--- src/rtl/ramp_dac_gen.sv ---
// Reference-ramp generator for the single-slope ADC: settle/discharge, stepped ramp code,
// and a first-order delta-sigma bitstream of that code for the external RC filter.
module ramp_dac_gen #(
  parameter int CODE_BITS    = 10,
  parameter int STEP_CYCLES  = 4,
  parameter int DISCH_CYCLES = 64,
  parameter int RAMP_MAX     = 1023,
  parameter bit CONTINUOUS   = 1'b0
) (
  input  logic                 clk_in,
  input  logic                 user_reset,
  input  logic                 enable,
  input  logic                 start,
  output logic                 ramp_pdm,
  output logic                 discharge,
  output logic [CODE_BITS-1:0] ramp_code,
  output logic                 ramp_sync,
  output logic                 busy,
  output logic                 done
);

  localparam int CNT_MAX = (DISCH_CYCLES > STEP_CYCLES) ? DISCH_CYCLES : STEP_CYCLES;
  localparam int CNT_W   = $clog2(CNT_MAX + 1);
  localparam logic [CNT_W-1:0]     DISCH_LAST = CNT_W'(DISCH_CYCLES - 1);
  localparam logic [CNT_W-1:0]     STEP_LAST  = CNT_W'(STEP_CYCLES - 1);
  localparam logic [CODE_BITS-1:0] CODE_LAST  = CODE_BITS'(RAMP_MAX);

  typedef enum logic [1:0] {
    S_IDLE   = 2'd0,
    S_SETTLE = 2'd1,
    S_RAMP   = 2'd2
  } state_t;

  state_t               state_q, state_d;
  logic [CNT_W-1:0]     cnt_q, cnt_d;
  logic [CODE_BITS-1:0] code_q, code_d;
  logic [CODE_BITS:0]   acc_q, acc_d;
  logic                 pdm_q, pdm_d;
  logic                 discharge_q, discharge_d;
  logic                 sync_q, sync_d;
  logic                 busy_q, busy_d;
  logic                 done_q, done_d;
  logic [CODE_BITS-1:0] acc_base_s;
  logic [CODE_BITS:0]   sum_s;

  always_ff @(posedge clk_in) begin
    if (user_reset) begin
      state_q     <= S_IDLE;
      cnt_q       <= '0;
      code_q      <= '0;
      acc_q       <= '0;
      pdm_q       <= 1'b0;
      discharge_q <= 1'b1;
      sync_q      <= 1'b0;
      busy_q      <= 1'b0;
      done_q      <= 1'b0;
    end else begin
      state_q     <= state_d;
      cnt_q       <= cnt_d;
      code_q      <= code_d;
      acc_q       <= acc_d;
      pdm_q       <= pdm_d;
      discharge_q <= discharge_d;
      sync_q      <= sync_d;
      busy_q      <= busy_d;
      done_q      <= done_d;
    end
  end

  // Completion is tested before abort so a ramp finishing as enable drops still reports done.
  always_comb begin
    state_d = state_q;
    cnt_d   = cnt_q;
    code_d  = code_q;
    done_d  = 1'b0;
    case (state_q)
      S_IDLE: begin
        cnt_d  = '0;
        code_d = '0;
        if (start && enable) state_d = S_SETTLE;
        else                 state_d = S_IDLE;
      end
      S_SETTLE: begin
        code_d = '0;
        if (!enable) begin
          state_d = S_IDLE;
          cnt_d   = '0;
        end else if (cnt_q == DISCH_LAST) begin
          state_d = S_RAMP;
          cnt_d   = '0;
        end else begin
          cnt_d = cnt_q + CNT_W'(1);
        end
      end
      S_RAMP: begin
        if ((cnt_q == STEP_LAST) && (code_q == CODE_LAST)) begin
          done_d  = 1'b1;
          cnt_d   = '0;
          code_d  = '0;
          state_d = (CONTINUOUS && enable) ? S_SETTLE : S_IDLE;
        end else if (!enable) begin
          state_d = S_IDLE;
          cnt_d   = '0;
          code_d  = '0;
        end else if (cnt_q == STEP_LAST) begin
          cnt_d  = '0;
          code_d = code_q + CODE_BITS'(1);
        end else begin
          cnt_d = cnt_q + CNT_W'(1);
        end
      end
      default: begin
        state_d = S_IDLE;
        cnt_d   = '0;
        code_d  = '0;
      end
    endcase
  end

  // Modulator integrates the code that will be on ramp_code next cycle, so pdm and code align.
  always_comb begin
    acc_base_s  = (state_q == S_RAMP) ? acc_q[CODE_BITS-1:0] : '0;
    sum_s       = {1'b0, acc_base_s} + {1'b0, code_d};
    discharge_d = (state_d != S_RAMP);
    busy_d      = (state_d != S_IDLE);
    sync_d      = (state_q != S_RAMP) && (state_d == S_RAMP);
    if (state_d == S_RAMP) begin
      acc_d = sum_s;
      pdm_d = sum_s[CODE_BITS];
    end else begin
      acc_d = '0;
      pdm_d = 1'b0;
    end
  end

  assign ramp_pdm  = pdm_q;
  assign discharge = discharge_q;
  assign ramp_code = code_q;
  assign ramp_sync = sync_q;
  assign busy      = busy_q;
  assign done      = done_q;

endmodule

--- config.mk ---
export PLATFORM = sky130hd
export DESIGN_NAME = ramp_dac_gen
export DESIGN_NICKNAME = d
export VERILOG_FILES = /design/src/rtl/ramp_dac_gen.sv
export SDC_FILE = /design/constraint.sdc
export NUM_CORES = 1
export LEC_CHECK = 0
export CORE_ASPECT_RATIO = 0.9
export CORE_MARGIN = 4
export CORE_UTILIZATION = 35
export CTS_BUF_LIST = sky130_fd_sc_hd__clkbuf_16
export CTS_CLUSTER_DIAMETER = 30
export DETAILED_ROUTE_END_ITERATION = 7
export MAX_ROUTING_LAYER = met4
export PLACE_DENSITY_LB_ADDON = 0.25
export SYNTH_ARGS = -nofsm -noshare
export SYNTH_HDL_FRONTEND = slang
export SYNTH_SLANG_ARGS = --single-unit
--- constraint.sdc ---
create_clock -name clk_in -period 4.8 [get_ports clk_in]
set_clock_uncertainty 0.15 [all_clocks]
set_input_delay 0.72 -clock clk_in [delete_from_list [all_inputs] [get_ports clk_in]]
set_output_delay 0.72 -clock clk_in [all_outputs]
set_load 0.01 [all_outputs]
==> flow_metrics.env, run 1 <==
export IMPL_drc=0
export IMPL_reg2regPathDepth=12
export IMPL_p_clk_share_pct=50.2
export IMPL_yosys_area_top_type_share_pct=35.7
export IMPL_first_global_vias=1479
export IMPL_syn_nets=239
export IMPL_worstPathRequired_ps=4810
export IMPL_final_nets=262
export IMPL_setup_tns_ps=0
export IMPL_synth_top_area_cell="dfxtp_1"
export IMPL_power_internal_mw=0.475
export IMPL_first_iter_violations=33
export IMPL_tritoncts="built"
export IMPL_power_share_switching_pct=19.3
export IMPL_r2r_setup_slack_ps=980
export IMPL_area_growth_synth_to_final_pct=20.6
export IMPL_htreeDepth=2
export IMPL_core_area_um2=5260
export IMPL_synth_flop_cell="dfxtp_1"
export IMPL_clock_path_buffers=2
export IMPL_peakVddDrop_mv=0.167
export IMPL_yosys_warnings=0
export IMPL_gp_congestion=0.859
export IMPL_cts_resized_gates=0
export IMPL_cts_root_buf="clkbuf_16"
export IMPL_fin_util_pct=43.8
export IMPL_drive_gt1_share_pct=9.09
export IMPL_slew_viol_final=0
export IMPL_start_util_pct=36.3
export IMPL_clk_insertion_delay_late_ps=270
export IMPL_gr_usage_all_layers_pct=13.1
export IMPL_cts_hold_buffers_added=0
export IMPL_rows=25
export IMPL_synth_edff_count=0
export IMPL_comb_power_share_pct=1.7
export IMPL_finalHoldViolations=0
export IMPL_die_w_um=85.8
export IMPL_worst_setup_path_end_kind="flop"
export IMPL_worstReg2RegStart="cnt_q[0]$_SDFF_PP0_"
export IMPL_pwr_share_seq_pct=48.1
export IMPL_relSlewSlack_pct=53.9
export IMPL_dr_pass1_iters=4
export IMPL_grt_ovfl_total=0
export IMPL_fill_cells=531
export IMPL_setup_viol_count_final=0
export IMPL_crit_fanout=12
export IMPL_status="finished, final reports clean"
export IMPL_min_path_cells=1
export IMPL_reg2reg_to="acc_q[9]$_SDFF_PP0_"
export IMPL_max_freq_ghz=0.262
export IMPL_p_leak_nw=0.843
export IMPL_viasPerCell=4.97
export IMPL_yosysSeqAreaShare_pct=35.7
export IMPL_place_port_buffers=18
export IMPL_p_sw_mw=0.114
export IMPL_grt_max_degree=17
export IMPL_hp_class="flop to flop"
export IMPL_synth_area_leaders="dfxtp_1, ha_1, nor2_1"
export IMPL_cap_violations=0
export IMPL_post_cts_buffers=0
export IMPL_fin_crit_sh_pct=79.7
export IMPL_period_needed_ps=3820
export IMPL_wirelength_um=3850
export IMPL_synthesis_area_um2=1910
export IMPL_pin_count=19
export IMPL_grt_pass1_wl_um=6880
export IMPL_clock_sinks=34
export IMPL_cp_arrival_ps=3830
export IMPL_mostFrequentLayoutCells="nor2_1, dfxtp_1, clkdlybuf4s50_1"
export IMPL_setup_worst_path_start="cnt_q[0]$_SDFF_PP0_"
export IMPL_wl_per_cell_um=12.5
export IMPL_async_reset_ff_share_pct=0
export IMPL_clk_pin_slew_ps=50
export IMPL_rsz0062_at_grt="no"
export IMPL_synth_ff_latch_count=34
export IMPL_hold_path_end="cnt_q[0]$_SDFF_PP0_"
export IMPL_path_class="flop to flop"
export IMPL_dp_hpwl_um=2840
export IMPL_hold_slack_ps=293
export IMPL_die_h_um=78.0
export IMPL_syn_area_per_cell_um2=8.75
export IMPL_hp_start="cnt_q[0]$_SDFF_PP0_"
export IMPL_synth_distinct_cells=43
export IMPL_critPathLaunchType="flop"
export IMPL_layout_commonest_cell="nor2_1"
export IMPL_synthCells=218
export IMPL_num_vias=1537
export IMPL_detail_route_antenna_nets=0
export IMPL_antenna_found_initial=0
export IMPL_worst_slew_pin_transition_ps=687
export IMPL_antenna_cells=0
export IMPL_cts_buffers_inserted=5
export IMPL_dieArea_um2=6690
export IMPL_powerDensity_nw_per_um2=256
## sequential cells by signal, summed over array words and instances (netlist names)
name / cells
busy: 1
acc_q: 10
cnt_q: 7
ramp_sync: 1
ramp_code: 10
state_q: 2
done: 1
discharge: 1
ramp_pdm: 1
## cell type report
type	instances	area (um2)	share of cell area, %
Tap cell	67	83.8	3.65
Sequential cell	34	681	29.6
Clock buffer	5	125	5.44
Clock inverter	3	12.5	0.544
Timing Repair Buffer	20	195	8.49
Inverter	7	26.3	1.14
Multi-Input combinational cell	173	1180	51.1
## cells by family after synthesis
logic type / after synthesis / synth area share [%]
AOI/OAI and AO/OA: 30 / 10.6
xor gates and xnor gates: 18 / 8.27
adders and majority gates: 17 / 11.5
buffers and inverters: 11 / 2.62
DFF: 34 / 35.7
muxes: 3 / 1.57
and+or+nand+nor: 105 / 29.7
## metal layers
metal  global-route usage, %  wire length, um  share of wire [%]  up-vias
li1                        -                -                  -      804
met1                    17.3             2000                 52      709
met2                    19.3             1690                 44       22
met3                    4.41              135                3.5        2
met4                    3.16               25               0.65        0
met5                       -                0                  0        -
## power by group through the flow
| stage | logic (mW) | clock network (mW) | registers, mW |
|---|---|---|---|
| floorplan | 0.00476 | 0 | 0.289 |
| global placement | 0.0104 | 0 | 0.289 |
| detailed placement | 0.0101 | 0 | 0.289 |
| CTS | 0.0101 | 0.304 | 0.283 |
| global route | 0.0110 | 0.323 | 0.283 |
| finish | 0.0100 | 0.296 | 0.283 |
## Yosys cell counts, types with 2 or more instances
cell type and count:
a211oi_1 3, a21oi_1 9, a31oi_1 2, and2_1 10, clkbuf_1 2, dfxtp_1 34
ha_1 16, inv_1 7, mux2i_1 3, nand2_1 12, nand3_1 9, nand3b_1 2
nand4_1 5, nor2_1 40, nor2b_1 3, nor3_1 8, nor3b_1 3, o21ai_0 6
o21bai_1 2, or2_2 2, or3_2 2, xnor2_1 8, xor2_1 10
## how the worst max path moves through the flow
stage	cells after the start	endpoint	slack, ps
final	12	acc_q[9]$_SDFF_PP0_	980
after global routing	11	ramp_pdm$_SDFF_PP0_	650
after CTS	12	acc_q[9]$_SDFF_PP0_	960
after detailed placement	12	acc_q[9]$_SDFF_PP0_	980
after global placement	11	acc_q[8]$_SDFF_PP0_	1070
after floorplan	13	acc_q[9]$_SDFF_PP0_	1270
## critical path, cell delays in order, from the launching register on
cell	delay, ps
dfxtp_1	340
ha_1	200
or4b_4	500
or4_4	550
and2_2	230
nand2_1	320
nor2_1	100
ha_1	310
a211oi_1	350
o21ai_0	190
nand2_1	110
mux2i_1	290
nor3_4	60
## through the flow
| step | area, um2 | total power [mW] | std cells | worst slack, ps |
|---|---|---|---|---|
| after global placement | 2160 | 0.300 | 301 | 1070 |
| after detailed placement | 2160 | 0.299 | 301 | 977 |
| after CTS | 2300 | 0.598 | 309 | 961 |
| after global routing | 2300 | 0.617 | 309 | 646 |
| final | 2300 | 0.589 | 309 | 976 |
| after floorplan | 1910 | 0.294 | 218 | 1270 |
Note: power is estimated with default switching activity, not from simulation.
==> run 2: changes to the inputs <==
Clock period 4.8 ns to 3.9 ns, I/O delays scaled along.
==> run 2 against run 1 <==
Against the previous run: utilization grew 0.21 points; clock-buffer cell count is the same; critical endpoint unchanged; fmax up 6.3%; setup slack lost 670 ps; sequential share of layout area is 0.14 points lower; register-to-register slack lost 670 ps; clock power up 23%; first-iteration DRC count grew 120%; highest routed layer unchanged.
==> flow_metrics.env, run 2 (synthesized netlist as in run 1, its figures left out) <==
export IMPL_htreeDepth=2
export IMPL_cts_root_buf="clkbuf_16"
export IMPL_path_class="flop to flop"
export IMPL_period_needed_ps=3600
export IMPL_multi_input_area_um2=1180
export IMPL_place_inst=302
export IMPL_dr_pass1_iters=4
export IMPL_antenna_found_initial=0
export IMPL_viasPerCell=5.00
export IMPL_dieArea_um2=6690
export IMPL_cts_buffers_inserted=5
export IMPL_clk_insertion_delay_late_ps=280
export IMPL_place_ws_ps=236
export IMPL_path_cells="ha_1, or4b_4, or4_4, and2_2, nand2_1, buf_4, nor2_1, ha_1, a21oi_1, nand2_1, mux2i_1, nor3_4"
export IMPL_die_h_um=78.0
export IMPL_grt_ovfl_total=0
export IMPL_rsz0062_at_grt="no"
export IMPL_p_leak_nw=0.844
export IMPL_critPathLaunchType="flop"
export IMPL_r2r_setup_slack_ps=300
export IMPL_worstReg2RegStart="cnt_q[0]$_SDFF_PP0_"
export IMPL_fill_cells=538
export IMPL_wirelength_um=3820
export IMPL_powerDensity_nw_per_um2=314
export IMPL_setup_tns_ps=0
export IMPL_first_global_vias=1417
export IMPL_clk_pin_slew_ps=50
export IMPL_dp_hpwl_um=2900
export IMPL_report_power_total_mw=0.727
export IMPL_peakVddDrop_mv=0.217
export IMPL_hold_path_end="cnt_q[0]$_SDFF_PP0_"
export IMPL_status="finished, final reports clean"
export IMPL_mostFrequentLayoutCells="nor2_1, dfxtp_1, clkdlybuf4s50_1"
export IMPL_die_w_um=85.8
export IMPL_area_growth_synth_to_final_pct=21.2
export IMPL_min_path_cells=1
export IMPL_crit_fanout=7
export IMPL_seqCellArea_um2=681
export IMPL_detail_route_antenna_nets=0
export IMPL_clock_path_buffers=2
export IMPL_grt_pass1_wl_um=6470
export IMPL_setup_viol_count_final=0
export IMPL_worst_slew_pin_transition_ps=991
export IMPL_pin_count=19
export IMPL_place_port_buffers=18
export IMPL_final_nets=263
export IMPL_relSlewSlack_pct=33.8
export IMPL_critPathSlowestCell="or4_4"
export IMPL_max_freq_ghz=0.278
export IMPL_start_util_pct=36.3
export IMPL_wl_per_cell_um=12.4
export IMPL_slew_viol_final=0
export IMPL_layout_commonest_cell="nor2_1"
export IMPL_rows=25
export IMPL_hp_start="cnt_q[0]$_SDFF_PP0_"
export IMPL_cts_resized_gates=0
export IMPL_cpPeakStageDelay_ps=540
export IMPL_worst_setup_path_end_kind="flop"
export IMPL_critPathBufInv=1
export IMPL_reg2reg_to="acc_q[9]$_SDFF_PP0_"
export IMPL_tritoncts="built"
export IMPL_cp_arrival_ps=3580
export IMPL_grt_max_degree=16
export IMPL_cap_violations=0
export IMPL_gr_usage_all_layers_pct=12.7
export IMPL_num_vias=1544
export IMPL_reg2regPathDepth=12
export IMPL_post_cts_buffers=0
export IMPL_first_iter_violations=71
export IMPL_core_area_um2=5260
export IMPL_clock_sinks=34
export IMPL_hp_class="flop to flop"
export IMPL_drive_gt1_share_pct=9.92
export IMPL_cp_top_family="simple AND/OR/NAND/NOR gates"
export IMPL_drc=0
export IMPL_gp_congestion=0.784
export IMPL_worstPathRequired_ps=3880
export IMPL_finalHoldViolations=0
export IMPL_cts_hold_buffers_added=0
export IMPL_fin_crit_sh_pct=92.2
export IMPL_setup_ws_ps=302
export IMPL_stdcell_count=309
export IMPL_antenna_cells=0
## run 2: how the worst max path moves through the flow
stage / start / endpoint / slack, ps / depth (start not counted)
5_1_grt: cnt_q[0]$_SDFF_PP0_ / acc_q[8]$_SDFF_PP0_ / 50 / 13
4_1_cts: cnt_q[0]$_SDFF_PP0_ / acc_q[9]$_SDFF_PP0_ / 220 / 12
3_3_place_gp: cnt_q[0]$_SDFF_PP0_ / acc_q[9]$_SDFF_PP0_ / 320 / 12
3_5_place_dp: cnt_q[0]$_SDFF_PP0_ / acc_q[9]$_SDFF_PP0_ / 240 / 12
2_1_floorplan: cnt_q[0]$_SDFF_PP0_ / acc_q[9]$_SDFF_PP0_ / 370 / 13
6_report: cnt_q[0]$_SDFF_PP0_ / acc_q[9]$_SDFF_PP0_ / 300 / 12
## run 2: worst reg2reg max path, stage by stage (launching register included)
cell and delay [ps]:
dfxtp_1 340, ha_1 200, or4b_4 500, or4_4 540, and2_2 240, nand2_1 160
buf_4 180, nor2_1 60, ha_1 390, a21oi_1 290, nand2_1 90, mux2i_1 250
nor3_4 60
## run 2: cell type report
class                           instances  share of cell area [%]
Multi-Input combinational cell        173                    51.1
Tap cell                               67                    3.63
Clock buffer                            5                    5.41
Clock inverter                          2                   0.487
Inverter                                7                    1.14
Sequential cell                        34                    29.5
Timing Repair Buffer                   21                    8.77
## run 2: per-stage QoR
| stage | hold WS, ps | area (um2) | utilization [%] |
|---|---|---|---|
| 2_1_floorplan | 263 | 1910 | - |
| 3_3_place_gp | 273 | 2170 | 41.3 |
| 3_5_place_dp | 283 | 2170 | 41.3 |
| 4_1_cts | 291 | 2310 | 43.9 |
| 5_1_grt | 330 | 2310 | 44.0 |
| 6_report | 288 | 2310 | 44.0 |
## run 2: per-layer routing
metal  track usage, %  vias up  wire length, um
met5                -        -                0
met4             6.17        0               85
met3             3.15        8              217
met2             19.2       35             1640
met1             15.9      694             1870
li1                 -      807                -
## run 2: where the power goes
group | switching (mW) | total, mW | internal [mW]
logic | 0.00592 | 0.0124 | 0.00652
clock network | 0.135 | 0.365 | 0.230
registers | 0.000514 | 0.349 | 0.349
